==> config.mk <==
export PLATFORM = sky130hd
export DESIGN_NAME = serial_core_sequencer
export DESIGN_NICKNAME = d
export VERILOG_FILES = /design/src/rtl/serial_core_pkg.sv /design/src/rtl/serial_bit_counter.sv /design/src/rtl/serial_core_sequencer.sv
export SDC_FILE = /design/constraint.sdc
export NUM_CORES = 1
export LEC_CHECK = 0
export ABC_AREA = 1
export CAP_MARGIN = 25
export CORE_MARGIN = 2
export CORE_UTILIZATION = 45
export DETAILED_ROUTE_END_ITERATION = 16
export GPL_TIMING_DRIVEN = 0
export PLACE_DENSITY = 0.74
export SYNTH_ARGS = -nofsm -noshare
export SYNTH_HDL_FRONTEND = slang
export SYNTH_HIERARCHICAL = 1
export SYNTH_SLANG_ARGS = --single-unit
==> constraint.sdc <==
create_clock -name clk -period 2.4 [get_ports clk]
set_input_delay 0.24 -clock clk [delete_from_list [all_inputs] [get_ports clk]]
set_output_delay 0.24 -clock clk [all_outputs]
set_load 0.01 [all_outputs]
==> src/rtl/serial_core_pkg.sv <==
// Shared types and constants for the bit-serial RV32 R-type core sequencer.
package serial_core_pkg;

    localparam int XLEN = 32;

    // Instruction field LSB positions (RV32 R-type layout)
    localparam int OPC_LSB = 0;
    localparam int RD_LSB  = 7;
    localparam int F3_LSB  = 12;
    localparam int RS1_LSB = 15;
    localparam int RS2_LSB = 20;
    localparam int F7_LSB  = 25;

    localparam logic [6:0] OPC_RTYPE = 7'b0110011;

    typedef enum logic [2:0] {
        ST_IDLE   = 3'd0,
        ST_FETCH  = 3'd1,
        ST_DECODE = 3'd2,
        ST_EXEC   = 3'd3,
        ST_WB     = 3'd4,
        ST_NEXT   = 3'd5,
        ST_DONE   = 3'd6
    } state_e;

    // True when the word carries the register-register ALU opcode
    function automatic logic is_rtype(input logic [31:0] ins);
        return ins[OPC_LSB +: 7] == OPC_RTYPE;
    endfunction

endpackage

==> src/rtl/serial_bit_counter.sv <==
// 5-bit bit-cycle counter shared by the fetch and execute phases.
module serial_bit_counter (
    input  logic       clk,
    input  logic       reset,
    input  logic       en,
    input  logic       clr,
    output logic [4:0] cnt,
    output logic       last
);

    logic [4:0] cnt_q;
    logic [4:0] cnt_d;

    // Next count: clear wins over increment; the natural 31->0 wrap lands on a phase boundary
    always_comb begin
        if (clr) begin
            cnt_d = 5'd0;
        end else if (en) begin
            cnt_d = cnt_q + 5'd1;
        end else begin
            cnt_d = cnt_q;
        end
    end

    // Count register
    always_ff @(posedge clk) begin
        if (reset) begin
            cnt_q <= 5'd0;
        end else begin
            cnt_q <= cnt_d;
        end
    end

    assign cnt  = cnt_q;
    assign last = (cnt_q == 5'd31);

endmodule

==> src/rtl/serial_core_sequencer.sv <==
// Phase sequencer: fetches an instruction bit-serially, decodes it, and steps
// the serial datapath through 32 bit-cycles plus a write-back.
module serial_core_sequencer #(
    parameter int XLEN       = serial_core_pkg::XLEN,
    parameter int PROG_BYTES = 48,
    parameter int RESET_PC   = 0
) (
    input  logic            clk,
    input  logic            reset,
    input  logic            run,
    input  logic            ins_bit,
    output logic [31:0]     pc,
    output logic [4:0]      bit_idx,
    output logic [XLEN-1:0] instr,
    output logic [4:0]      rs1,
    output logic [4:0]      rs2,
    output logic [4:0]      rd,
    output logic [2:0]      funct3,
    output logic [6:0]      funct7,
    output logic            exec_en,
    output logic            carry_clr,
    output logic            rf_we,
    output logic            illegal,
    output logic            done,
    output logic [2:0]      phase
);
    import serial_core_pkg::*;

    localparam logic [31:0] PC_INIT = 32'(RESET_PC);
    localparam logic [31:0] PC_END  = 32'(PROG_BYTES);

    state_e          state_q, state_d;
    logic [31:0]     pc_q, pc_d;
    logic [XLEN-1:0] instr_q, instr_d;
    logic            exec_q, exec_d;
    logic            cclr_q, cclr_d;
    logic            rfwe_q, rfwe_d;
    logic            ill_q, ill_d;
    logic            done_q, done_d;

    logic            cnt_en_s;
    logic            cnt_clr_s;
    logic            cnt_last_s;
    logic [4:0]      cnt_s;
    logic            bit_phase_s;

    assign bit_phase_s = (state_q == ST_FETCH) || (state_q == ST_EXEC);
    assign cnt_en_s    = run && bit_phase_s;
    assign cnt_clr_s   = run && !bit_phase_s;

    serial_bit_counter u_bit_cnt (
        .clk   (clk),
        .reset (reset),
        .en    (cnt_en_s),
        .clr   (cnt_clr_s),
        .cnt   (cnt_s),
        .last  (cnt_last_s)
    );

    // Next-state, PC and instruction assembly; strobes are decoded from the next state
    // so each one is a flop that lines up exactly with the state it belongs to
    always_comb begin
        state_d = state_q;
        pc_d    = pc_q;
        instr_d = instr_q;
        if (run) begin
            case (state_q)
                ST_IDLE: begin
                    state_d = ST_FETCH;
                end
                ST_FETCH: begin
                    instr_d[cnt_s] = ins_bit;
                    if (cnt_last_s) begin
                        state_d = ST_DECODE;
                    end else begin
                        state_d = ST_FETCH;
                    end
                end
                ST_DECODE: begin
                    if (is_rtype(instr_q[31:0])) begin
                        state_d = ST_EXEC;
                    end else begin
                        state_d = ST_NEXT;
                    end
                end
                ST_EXEC: begin
                    if (cnt_last_s) begin
                        state_d = ST_WB;
                    end else begin
                        state_d = ST_EXEC;
                    end
                end
                ST_WB: begin
                    state_d = ST_NEXT;
                end
                ST_NEXT: begin
                    if ((pc_q + 32'd4) == PC_END) begin
                        state_d = ST_DONE;
                    end else begin
                        pc_d    = pc_q + 32'd4;
                        state_d = ST_FETCH;
                    end
                end
                ST_DONE: begin
                    state_d = ST_DONE;
                end
                default: begin
                    state_d = ST_IDLE;
                end
            endcase
        end else begin
            state_d = state_q;
        end
        exec_d = (state_d == ST_EXEC);
        cclr_d = (state_d == ST_DECODE) && is_rtype(instr_d[31:0]);
        ill_d  = (state_d == ST_DECODE) && !is_rtype(instr_d[31:0]);
        rfwe_d = (state_d == ST_WB) && (instr_d[RD_LSB +: 5] != 5'd0);
        done_d = (state_d == ST_DONE);
    end

    // State and output registers
    always_ff @(posedge clk) begin
        if (reset) begin
            state_q <= ST_IDLE;
            pc_q    <= PC_INIT;
            instr_q <= '0;
            exec_q  <= 1'b0;
            cclr_q  <= 1'b0;
            rfwe_q  <= 1'b0;
            ill_q   <= 1'b0;
            done_q  <= 1'b0;
        end else begin
            state_q <= state_d;
            pc_q    <= pc_d;
            instr_q <= instr_d;
            exec_q  <= exec_d;
            cclr_q  <= cclr_d;
            rfwe_q  <= rfwe_d;
            ill_q   <= ill_d;
            done_q  <= done_d;
        end
    end

    assign pc      = pc_q;
    assign bit_idx = cnt_s;
    assign instr   = instr_q;
    assign rs1     = instr_q[RS1_LSB +: 5];
    assign rs2     = instr_q[RS2_LSB +: 5];
    assign rd      = instr_q[RD_LSB +: 5];
    assign funct3  = instr_q[F3_LSB +: 3];
    assign funct7  = instr_q[F7_LSB +: 7];
    assign phase   = state_q;
    assign done    = done_q;

    // A frozen cycle must never step or write the datapath, so strobes are gated by run
    assign exec_en   = exec_q & run;
    assign carry_clr = cclr_q & run;
    assign rf_we     = rfwe_q & run;
    assign illegal   = ill_q & run;

endmodule

# ---- After elaboration in Yosys (flattened, before gate mapping)
# Index checks and enable logic that the tools add are counted.
dict set report word_totals {
  register_bits 77
  input_bits 4
  output_inout_bits 102
  word_cells 58
}
dict set report op_classes {
  addsub 2
  order_cmp 2
  eq_ne 14
  mux 11
  bitwise_logic 5
  reduce_logical 14
}
# operator n
set ops {}
lappend ops {{adder 32 x 3 -> 32 bit, second input constant} 1}
lappend ops {{bitwise mux 32 bit} 1}
lappend ops {{== test 32 x 6 -> 1 bit, second input constant} 1}
lappend ops {{two-way mux 12 bit} 2}
lappend ops {{case mux 3 bit (7 select lines)} 1}
lappend ops {{== test 3 bit, second input constant} 5}
lappend ops {{== test 7 x 6 -> 1 bit, second input constant} 2}
lappend ops {{== test 3 x 2 -> 1 bit, second input constant} 4}
lappend ops {{two-way mux 3 bit} 4}
lappend ops {{logical AND 1 bit} 6}
lappend ops {{< comparator 5 x 6 -> 1 bit, second input constant} 1}
lappend ops {{adder 5 x 1 -> 5 bit, second input constant} 1}
lappend ops {{demux 1 bit (select 5 bit)} 1}
lappend ops {{== test 5 bit, second input constant} 1}
lappend ops {{greater-or-equal comparator 5 x 1 -> 1 bit, second input constant} 1}
lappend ops {{nonzero test 5 bit} 1}
lappend ops {{bitwise AND 1 bit} 4}
lappend ops {{== test 3 x 1 -> 1 bit, second input constant} 1}
lappend ops {{logical NOT 3 bit} 1}
lappend ops {{AND reduction 3 bit} 1}
lappend ops {{logical NOT 1 bit} 2}
lappend ops {{two-way mux 2 bit} 1}
lappend ops {{AND reduction 2 bit} 1}
lappend ops {{OR reduction 2 bit} 1}
lappend ops {{other kinds (3)} 3}

# ---- Logic depth before layout (Yosys ltp)
# Gate-level depths: netlist of run 1.
dict set report logic_depth {
  depth_word 10
  depth_mapped 19
  ltp_nobuf 19
}

# ---- Hierarchy
# Netlist of run 1, hierarchy kept.
# mod n_inst cells_per_inst area_each_um2 seq_area_each_um2
set by_module_without_submodules {}
lappend by_module_without_submodules {serial_core_sequencer 1 667 4229.1 1401.3}
lappend by_module_without_submodules {serial_bit_counter 1 30 224.0 100.1}

# ---- Worst setup path before layout of run 1
# OpenSTA, ideal clock, no wires.
dict set report synth_path {
  path_kind {reg2reg}
  from {register pc_q[3] (netlist: pc[3])}
  to {register pc_q[26] (netlist: pc[26])}
  setup_ns 0.116
  arrival_ns 2.124
  required_ns 2.284
  setup_slack_ns 0.160
  stages_incl_launch_ff 18
  n_path_buf 1
  period_less_slack_ns 2.240
  path_cell_list {dfxtp_1 ha_1 nand2_1 nor2_4 nand2_2 nor2_4 nand2_1 nand2_1 nand2_1 nor2_1 nand2_1 nor2_2 nand3_2 nand2_4 nor2_8 buf_4 o21ai_0 nor2_1}
}
dict set report synth_via {
  elab_chain_len 4
}
# element line
set synth_lines {}
lappend synth_lines {{start: declaration} serial_core_sequencer.sv:33} ;# logic [31:0] pc_q, pc_d;
lappend synth_lines {{start signal: assignment} serial_core_sequencer.sv:134} ;# pc_q <= pc_d;
lappend synth_lines {{adder 32 x 3 -> 32 bit (*)} {serial_core_sequencer.sv:97, serial_core_sequencer.sv:100}}
lappend synth_lines {{== test 32 x 6 -> 1 bit} serial_core_sequencer.sv:97} ;# if ((pc_q + 32'd4) == PC_END) begin
lappend synth_lines {{NOT 1 bit (no source line)} -}
lappend synth_lines {{AND reduction 3 bit (no source line)} -}
# Every way passes the cells marked *; elsewhere a longest branch is shown, timed or not.
# A chain may end at the register's enable or synchronous reset.

# ---- Worst setup path in the final report of run 1
dict set report layout_path {
  from {register pc_q[2] (netlist: pc[2])}
  to {register pc_q[20] (netlist: pc[20])}
}
# The elaborated chain is that of the path after synthesis.

==> results of run 1 <==
==> per-layer routing <==
metal / vias to the layer above / routed length [um] / global-route usage, %
li1: 2463 / - / -
met1: 2237 / 5641 / 29.45
met2: 191 / 6932 / 44.42
met3: 31 / 918 / 4.772
met4: 0 / 267 / 10.02
met5: - / 0 / 0
==> worst register-to-register path, stage by stage (launching register included) <==
cell and delay, ns:
dfxtp_2 0.36, buf_6 0.12, inv_4 0.04, nor2_4 0.21
nand2_4 0.11, nor2_4 0.18, buf_4 0.13, nand2_1 0.05
and2_1 0.18, nand3_2 0.09, nor3_4 0.05, nand3_2 0.08
nand2_4 0.07, nor2_8 0.16, inv_8 0.07, buf_8 0.15
o21ai_1 0.16, a21oi_1 0.06
==> cell type report <==
class / count / share of cell area, %
clock buffer: 10 / 1.993
sequential: 75 / 23.94
multi-input combinational: 500 / 41.36
inverter: 80 / 4.846
tap: 133 / 2.599
buffer: 43 / 4.709
clock inverter: 6 / 2.130
timing repair buffer: 117 / 18.43
==> cells by family after synthesis <==
family / after synthesis / synth area share [%]
simple gates: 382 / 37.45
buf+inv: 123 / 13.35
compound gates: 99 / 11.44
flops: 75 / 33.72
mux: 10 / 2.248
fa+ha+maj: 4 / 1.124
xor+xnor: 3 / 0.5902
other cells: 1 / 0.08421
==> layout by cell type, fill, tap and decap left out, types with 27 or more instances in the layout <==
| cell | n |
|---|---|
| nand2_1 | 140 |
| nor2_1 | 106 |
| clkdlybuf4s50_1 | 103 |
| inv_1 | 76 |
| dfxtp_1 | 56 |
| buf_4 | 38 |
| nand3_1 | 32 |
| a21oi_1 | 32 |
| o21ai_0 | 31 |
| nor3_1 | 27 |
==> per-stage QoR <==
step	instances	worst slack [ns]	utilization, %
6_report	964	0.03699	66.12
5_1_grt	964	-0.1229	66.12
4_1_cts	958	0.001358	63.20
3_5_place_dp	934	-0.2858	58.39
3_3_place_gp	934	-0.2529	58.39
2_1_floorplan	698	0.1604	-
==> how the worst max path moves through the flow <==
stage            from  endpoint  cells past startpoint
2_1_floorplan   pc[3]    pc[26]                     17
3_3_place_gp    pc[3]     pc[6]                     15
3_5_place_dp    pc[3]     pc[5]                     15
4_1_cts         pc[3]    pc[20]                     17
5_1_grt        pc[17]    pc[11]                     17
6_report        pc[2]    pc[20]                     17
==> sequential cells by signal, indices dropped and copies added, names as in the netlist <==
register,count
pc,30
phase,3
done,1
rfwe_q,1
exec_q,1
ill_q,1
u_bit_cnt/cnt,5
cclr_q,1
instr,32
==> power breakdown <==
part	internal, mW	switching (mW)
combinational	0.0388	0.0793
sequential	1.24	0.00776
clock	0.800	0.503
total	2.08	0.591
==> timing repair <==
action / CTS / global route
cloned: 1 / 0
hold buffers: 0 / 0
gates resized for setup: 35 / 76
setup endpoints to repair: 40 / 43
pin swaps: 12 / 19
buffers inserted: 7 / 6
==> cell usage after synthesis <==
cell      number
nor2_8         1
nor3_2         3
nand3_1       37
nor4_1         2
o22ai_1        1
buf_8          1
nor2_1       122
o21a_1         1
o21ai_0       37
and2_1         2
inv_6          1
inv_1         77
nor3_1        30
mux2i_1       10
buf_6          1
buf_2          3
o21ai_1       22
xor2_1         3
buf_1          1
dfxtp_1       75
nand2_2        4
clkbuf_1       9
conb_1         1
a21oi_2        2
nand2_4        1
o211ai_1       1
a21oi_1       35
ha_1           4
nor2_4         4
nand3_2        1
clkinv_1       2
buf_4         28
nand2_1      156
nor2_2         8
nand3b_1       3
nand4_1        6
and3_1         2
==> results.md, run 1 <==
- Run status: finished clean
- Power Total: 2.673 mW
- FP Rows: 36
- Syn Area/Cell: 6.389 um2
- Antenna Nets Post-Route: 0
- Pleak: 2.581 nW
- Layout fillers: 852
- Max-cap violations: 0
- Final setup vio count: 0
- Period minus WS final: 2.363 ns
- Top cell type by total area after synthesis: dfxtp_1
- Syn Inst Count: 697
- DPL Wire Length: 9898 um
- Hold path endpoint: pc[8]
- Worst-Skew Late Latency: 0.35 ns
- Storage element area: 1533 um2
- Slew @ Worst Pin: 0.6702 ns
- Critical path required time: 2.65 ns
- CP Launch Type: flop
- Worst Reg-to-Reg Cells: 17
- Crit-path slowest cell: dfxtp_2
- CTS Sinks: 75
- Share of layout cells above drive strength 1: 19.37%
- Overall Global Routing Usage: 24.96%
- Placer Congestion: 0.9619
- CTS clock-pin slew for the worst setup and hold paths: 0.08 ns
- Final Skew: 0.007084 ns
- Kind of critical path: reg2reg
- Clock buffer count from CTS: 9
- VDD IR max: 0.2917 mV
- Root Buffer: clkbuf_8
- Area share of the largest cell type after synthesis: 33.72%
- Register area share after synthesis: 33.72%
- Iter 0 DRT Violations: 171
- Port buffer count: 103
- Chip height: 103.5 um
- Buf/Inv on CP: 5
- Worst hold slack: 0.5080 ns
- Grt total ovfl: 0
- Diode count: 0
- Reg2reg start: pc[2]
- Max H-tree Level: 3
- Max-slew headroom: 55.32%
- Die footprint: 10710 um2
- Yosys reg bits: 75
- Area of the multi-input gates: 2649 um2
- Vias in the first global route: 4532
- Ys Warns: 6
- Nets: 834
- Initial antenna violation count: 0
- CP Capture Type: flop
- Fin area: 6404 um2
- Final Hold Fails: 0
- CTS Buffer Depth: 2
- Tcrit/Tclk final: 98.46%
- Syn-to-layout area delta: 43.80%
- Crit-path cells: buf_6 -> inv_4 -> nor2_4 -> nand2_4 -> nor2_4 -> buf_4 -> nand2_1 -> and2_1 -> nand3_2 -> nor3_4 -> nand3_2 -> nand2_4 -> nor2_8 -> inv_8 -> buf_8 -> o21ai_1 -> a21oi_1
- CTS tree: built
- Via count: 4922
- Mapped Area: 4453 um2
- Core box area: 9684 um2
- CP max FO: 10
- Capturing point of the worst reg2reg path: pc[20]
- Initial Util: 45.98%
- Top cells by area, synth: dfxtp_1, nand2_1, nor2_1, inv_1, buf_4
- PwrDens: 417.4 nW/um2
- IO Count: 106
- DP Area: 5654 um2
- Residual DRC: 0
- RSZ-0062 raised after global routing: true
- Worst Hold Depth: 2
- TritonRoute pass-1 iters: 5
- Wire per inst: 14.27 um
- Die Wd: 103.5 um
- Worst hold path type: reg2reg
- Fmax: 423.2 MHz
- Global-route wire length before repair: 20900 um
- Drt via density: 5.106
- Slew Limit Fails: 0
- Post-route setup TNS: 0 ns
- Largest net degree at the start of global routing: 14
- CP peak stage delay: 0.36 ns
- Critical Path AT: 2.61 ns
- Synth unique cells: 37
- Top Family by Delay on Critical Path: simple AND/OR/NAND/NOR gates
- Post-Route WL: 13760 um
- Hold path startpoint: pc[8]
- Worst R2R Setup Slack: 0.04 ns
Power figures use the tool's default switching activity.
==> run 2, diff against run 1 <==
- GPL_TIMING_DRIVEN: 0 -> unset
- HOLD_SLACK_MARGIN: unset -> 0.12
==> results.md, run 2 (synthesis gave the netlist of run 1 again) <==
- Failing checks: negative setup slack
- Leading cell types in the layout, fill and taps excluded: nand2_1, nor2_1, clkdlybuf4s50_1
- Final setup margin: -0.08466 ns
- Iter 0 DRT Violations: 249
- Sw frac: 24.24%
- Largest register FFs: 32
- Fmax: 402.5 MHz
- Initial Util: 45.98%
- Met1 usage: 29.37%
- Worst hold path type: reg2reg
- Die footprint: 10710 um2
- CP max FO: 7
- Final Skew: 0.01059 ns
- Drt via density: 5.188
- Chip height: 103.5 um
- Reg2reg start: pc[3]
- Worst R2R Setup Slack: -0.08 ns
- Global-route wire length before repair: 20420 um
- Hold path endpoint: instr[17]
- Core box area: 9684 um2
- Hold-fix buffers, CTS: 0
- Hold path startpoint: instr[17]
- Via count: 4929
- Clock buffer count from CTS: 9
- Pleak: 2.518 nW
- VDD IR max: 0.3096 mV
- Antenna Nets Post-Route: 0
- Largest net degree at the start of global routing: 31
- Worst Hold Depth: 2
- Vias in the first global route: 4542
- Max-cap violations: 0
- Final setup vio count: 21
- Critical Path AT: 2.73 ns
- CTS tree: built
- Psw: 0.5598 mW
- Period minus WS final: 2.485 ns
- Wire per inst: 14.24 um
- Worst-Skew Late Latency: 0.36 ns
- Capturing point of the worst reg2reg path: pc[10]
- Run status: finished, violations left
- Grt total ovfl: 0
- Sequential share of power: 54.2%
- Residual DRC: 0
- CP Capture Type: flop
- TritonRoute pass-1 iters: 5
- Power Total: 2.309 mW
- CTS Buffer Depth: 2
- Post-Route WL: 13520 um
- IO Count: 106
- Slew Limit Fails: 0
- Final Hold Fails: 0
- Max-slew headroom: 64.38%
- DPL Wire Length: 9615 um
- CTS Sinks: 75
- Global routing's busiest layer: met2
- Placer Congestion: 0.9421
- Slew @ Worst Pin: 0.5295 ns
- Initial antenna violation count: 0
- Internal power: 1.750 mW
- Tcrit/Tclk final: 103.5%
- Most common cell after layout, fill and taps aside: nand2_1
- Syn-to-layout area delta: 40.66%
- Share of layout cells above drive strength 1: 19.09%
- Diode count: 0
- Root Buffer: clkbuf_8
- Overall Global Routing Usage: 24.25%
- Nets: 822
- Max H-tree Level: 3
- Kind of critical path: reg2reg
- CTS clock-pin slew for the worst setup and hold paths: 0.08 ns
- Die Wd: 103.5 um
- Grt met3 use: 5.175%
- PwrDens: 368.7 nW/um2
- Met2 Track Usage GR: 42.28%
- RSZ-0062 raised after global routing: true
- Port buffer count: 103
- Combinational power share: 4.6%
- Critical path required time: 2.65 ns
- CP Launch Type: flop
- Clock power frac: 41.2%
- Worst Reg-to-Reg Cells: 17
- FP Rows: 36
- DP Worst Slack: -0.1344 ns
## run 2: power groups by stage
stage,logic [mW],registers (mW),clock network [mW]
final,0.106,1.25,0.951
after global routing,0.117,1.25,1.02
after detailed placement,0.0976,1.28,0
after global placement,0.0961,1.28,0
after floorplan,0.0635,1.28,0
after CTS,0.0981,1.25,0.960
## run 2: how the worst max path moves through the flow
stage	startpoint	slack (ns)	endpoint
after detailed placement	pc[13]	-0.13	pc[8]
after CTS	pc[18]	0.0008	pc[8]
after floorplan	pc[3]	0.16	pc[26]
after global routing	pc[2]	-0.19	pc[27]
after global placement	pc[13]	-0.10	pc[8]
final	pc[3]	-0.08	pc[10]
## run 2: routing by layer
layer	vias up	wire, um
met5	-	0
met4	0	373
met3	37	981
met2	209	6687
met1	2250	5481
li1	2433	-
## run 2: final cells by class
class | count | area (um2)
fillers | 847 | 3421
well taps | 133 | 166.4
flip-flops and latches | 75 | 1528
inverters | 80 | 312.8
repair inverters | 1 | 6.256
clock inverters | 5 | 56.30
repair buffers | 147 | 1448
clock buffers | 9 | 123.9
multi-input cells | 500 | 2623
## run 2: what timing repair did
action,CTS,global route
pin swaps,3,33
setup endpoints to repair,35,38
resized for setup,14,90
cloned,0,3
buffers inserted,4,9
## run 2: critical path: stages (launching register included)
cell       delay [ns]
dfxtp_2          0.36
ha_4             0.16
nand2_4          0.06
nor2_4           0.13
nand2_2          0.09
nor2_4           0.24
buf_6            0.15
xor2_2           0.16
nor2_1           0.07
nand2_1          0.08
nor2_2           0.05
nand3_2          0.09
nand2_4          0.08
nor2_8           0.21
clkinv_8         0.12
clkbuf_16        0.18
o21ai_2          0.10
a21oi_1          0.05
## run 2: stage by stage
| stage | instance area, um2 | setup TNS (ns) | hold slack, ns | util (%) | instances |
|---|---|---|---|---|---|
| 3_5_place_dp | 5608 | -2.637 | 0.4911 | 57.91 | 920 |
| 5_1_grt | 6264 | -5.608 | 0.5378 | 64.68 | 950 |
| 3_3_place_gp | 5608 | -1.308 | 0.4836 | 57.91 | 920 |
| 2_1_floorplan | 4457 | 0 | 0.3965 | - | 698 |
| 4_1_cts | 5848 | 0 | 0.5110 | 60.39 | 938 |
| 6_report | 6264 | -1.207 | 0.5036 | 64.68 | 950 |
==> run 3, diff against run 2 <==
- CTS_BUF_LIST: unset -> sky130_fd_sc_hd__clkbuf_4
==> results.md, run 3 (synthesis gave the netlist of run 1 again) <==
- Chip height: 103.5 um
- Slew @ Worst Pin: 0.5693 ns
- Leading cell types in the layout, fill and taps excluded: nand2_1, nor2_1, clkdlybuf4s50_1
- Nets: 822
- CP max FO: 7
- Largest register FFs: 32
- Hold path startpoint: pc[19]
- Overall Global Routing Usage: 24.28%
- Wire per inst: 14.18 um
- Kind of critical path: reg2reg
- Final setup margin: -0.04723 ns
- Sequential share of power: 59.1%
- Max-slew headroom: 61.70%
- Global-route wire length before repair: 20460 um
- Hold path endpoint: pc[19]
- Sw frac: 25.06%
- Max H-tree Level: 3
- Worst Hold Depth: 2
- Post-Route WL: 13470 um
- Core Util, Final: 64.83%
- Initial antenna violation count: 0
- CTS Sinks: 75
- Drt via density: 5.179
- Post-route setup TNS: -0.2362 ns
- PwrDens: 337.1 nW/um2
- Clock power frac: 35.8%
- Critical path required time: 2.73 ns
- Slew Limit Fails: 0
- Share of layout cells above drive strength 1: 20.93%
- FP Rows: 36
- CP Capture Type: flop
- Core box area: 9684 um2
- Die footprint: 10710 um2
- VDD IR max: 0.2814 mV
- Fmax: 408.6 MHz
- Tcrit/Tclk final: 102.0%
- Largest net degree at the start of global routing: 31
- CTS Buffer Depth: 2
- Internal power: 1.586 mW
- CTS tree: built
- Die Wd: 103.5 um
- Worst Reg-to-Reg Cells: 18
- IO Count: 106
- CTS clock-pin slew for the worst setup and hold paths: 0.13 ns
- Crit path launch: pc[3]
- Final Skew: 0.01287 ns
- Worst hold path type: reg2reg
- Iter 0 DRT Violations: 232
- TritonRoute pass-1 iters: 4
- Placer Congestion: 0.9421
- DPL Wire Length: 9615 um
- Met1 usage: 29.30%
- Initial Util: 45.98%
- Failing checks: negative setup slack
- Via count: 4920
- Grt met3 use: 5.444%
- Run status: finished, violations left
- Worst-Skew Late Latency: 0.42 ns
- Residual DRC: 0
- Critical Path AT: 2.77 ns
- Pleak: 2.520 nW
- Antenna Nets Post-Route: 0
- Capturing point of the worst reg2reg path: pc[9]
- Reg2reg start: pc[3]
- Max-cap violations: 0
- Area of the multi-input gates: 2660 um2
- Storage element area: 1538 um2
- DP Worst Slack: -0.1344 ns
- Vias in the first global route: 4527
- Layout fillers: 839
- Syn-to-layout area delta: 40.99%
- Final Hold Fails: 0
- CP Launch Type: flop
- Most common cell after layout, fill and taps aside: nand2_1
- Grt total ovfl: 0
- Root Buffer: clkbuf_4
- Psw: 0.5303 mW
- Global routing's busiest layer: met2
- RSZ-0062 raised after global routing: true
- Diode count: 0
- Combinational power share: 5.1%
- Worst R2R Setup Slack: -0.05 ns
- Port buffer count: 103
- Met2 Track Usage GR: 42.33%
- Period minus WS final: 2.447 ns
- Clock buffer count from CTS: 9
- Final setup vio count: 16
==> run 3: cell counts in the layout (fill, tap and decap cells not counted) <==
Identical to the previous run, type by type.
==> run 3: metrics by stage <==
step | instances | hold WS (ns) | cell area, um2 | power, mW
CTS | 938 | 0.5169 | 5797 | 2.125
global route | 950 | 0.5371 | 6279 | 2.215
finish | 950 | 0.5112 | 6279 | 2.116
global placement | 920 | 0.4836 | 5608 | 1.378
floorplan | 698 | 0.3965 | 4457 | 1.347
detailed placement | 920 | 0.4911 | 5608 | 1.380
==> run 3: routing by layer <==
metal / part of all wire (%) / routed length (um)
met5: 0 / 0
met1: 41 / 5463
met3: 7.6 / 1029
met4: 2.5 / 336
met2: 49 / 6644
==> run 3: timing repair <==
action,4_1_cts,5_1_grt
setup buffers,4,9
pin swaps,2,32
hold buffers,0,0
gates resized for setup,17,113
setup endpoints to repair,35,38
gates cloned,0,3
==> run 3: worst max-delay path by stage <==
stage	endpoint	cells past startpoint	slack (ns)
after floorplan	pc[26]	17	0.16
after global placement	pc[8]	17	-0.10
after detailed placement	pc[8]	17	-0.13
after CTS	pc[8]	17	0.006
after global routing	cclr_q	17	-0.23
final	pc[9]	18	-0.05
==> run 3: worst max-delay path, cell delays in order, from the launching register on <==
cell	delay, ns
dfxtp_2	0.38
ha_4	0.17
nand2_4	0.06
nor2_4	0.13
nand2_2	0.09
nor2_4	0.13
buf_12	0.14
nand3b_1	0.11
nand2_2	0.10
nor2_1	0.05
nand2_1	0.07
nor2_2	0.04
nand3_2	0.09
nand2_4	0.07
nor2_8	0.21
clkinv_8	0.13
buf_12	0.16
o21ai_1	0.15
a21oi_2	0.04
==> run 3: layout make-up <==
class	instances	area share [%]
timing repair inverter	1	0.09964
inverter	80	4.982
clock buffer	9	1.076
sequential	75	24.49
timing repair buffer	147	23.44
clock inverter	5	0.8968
multi-input combinational	500	42.37
tap	133	2.650
==> run 3: power by group through the flow <==
| stage | logic (mW) | clock network (mW) | registers [mW] |
|---|---|---|---|
| after floorplan | 0.0635 | 0 | 1.28 |
| after global placement | 0.0961 | 0 | 1.28 |
| after detailed placement | 0.0976 | 0 | 1.28 |
| after CTS | 0.0980 | 0.772 | 1.25 |
| after global routing | 0.119 | 0.844 | 1.25 |
| final | 0.108 | 0.758 | 1.25 |
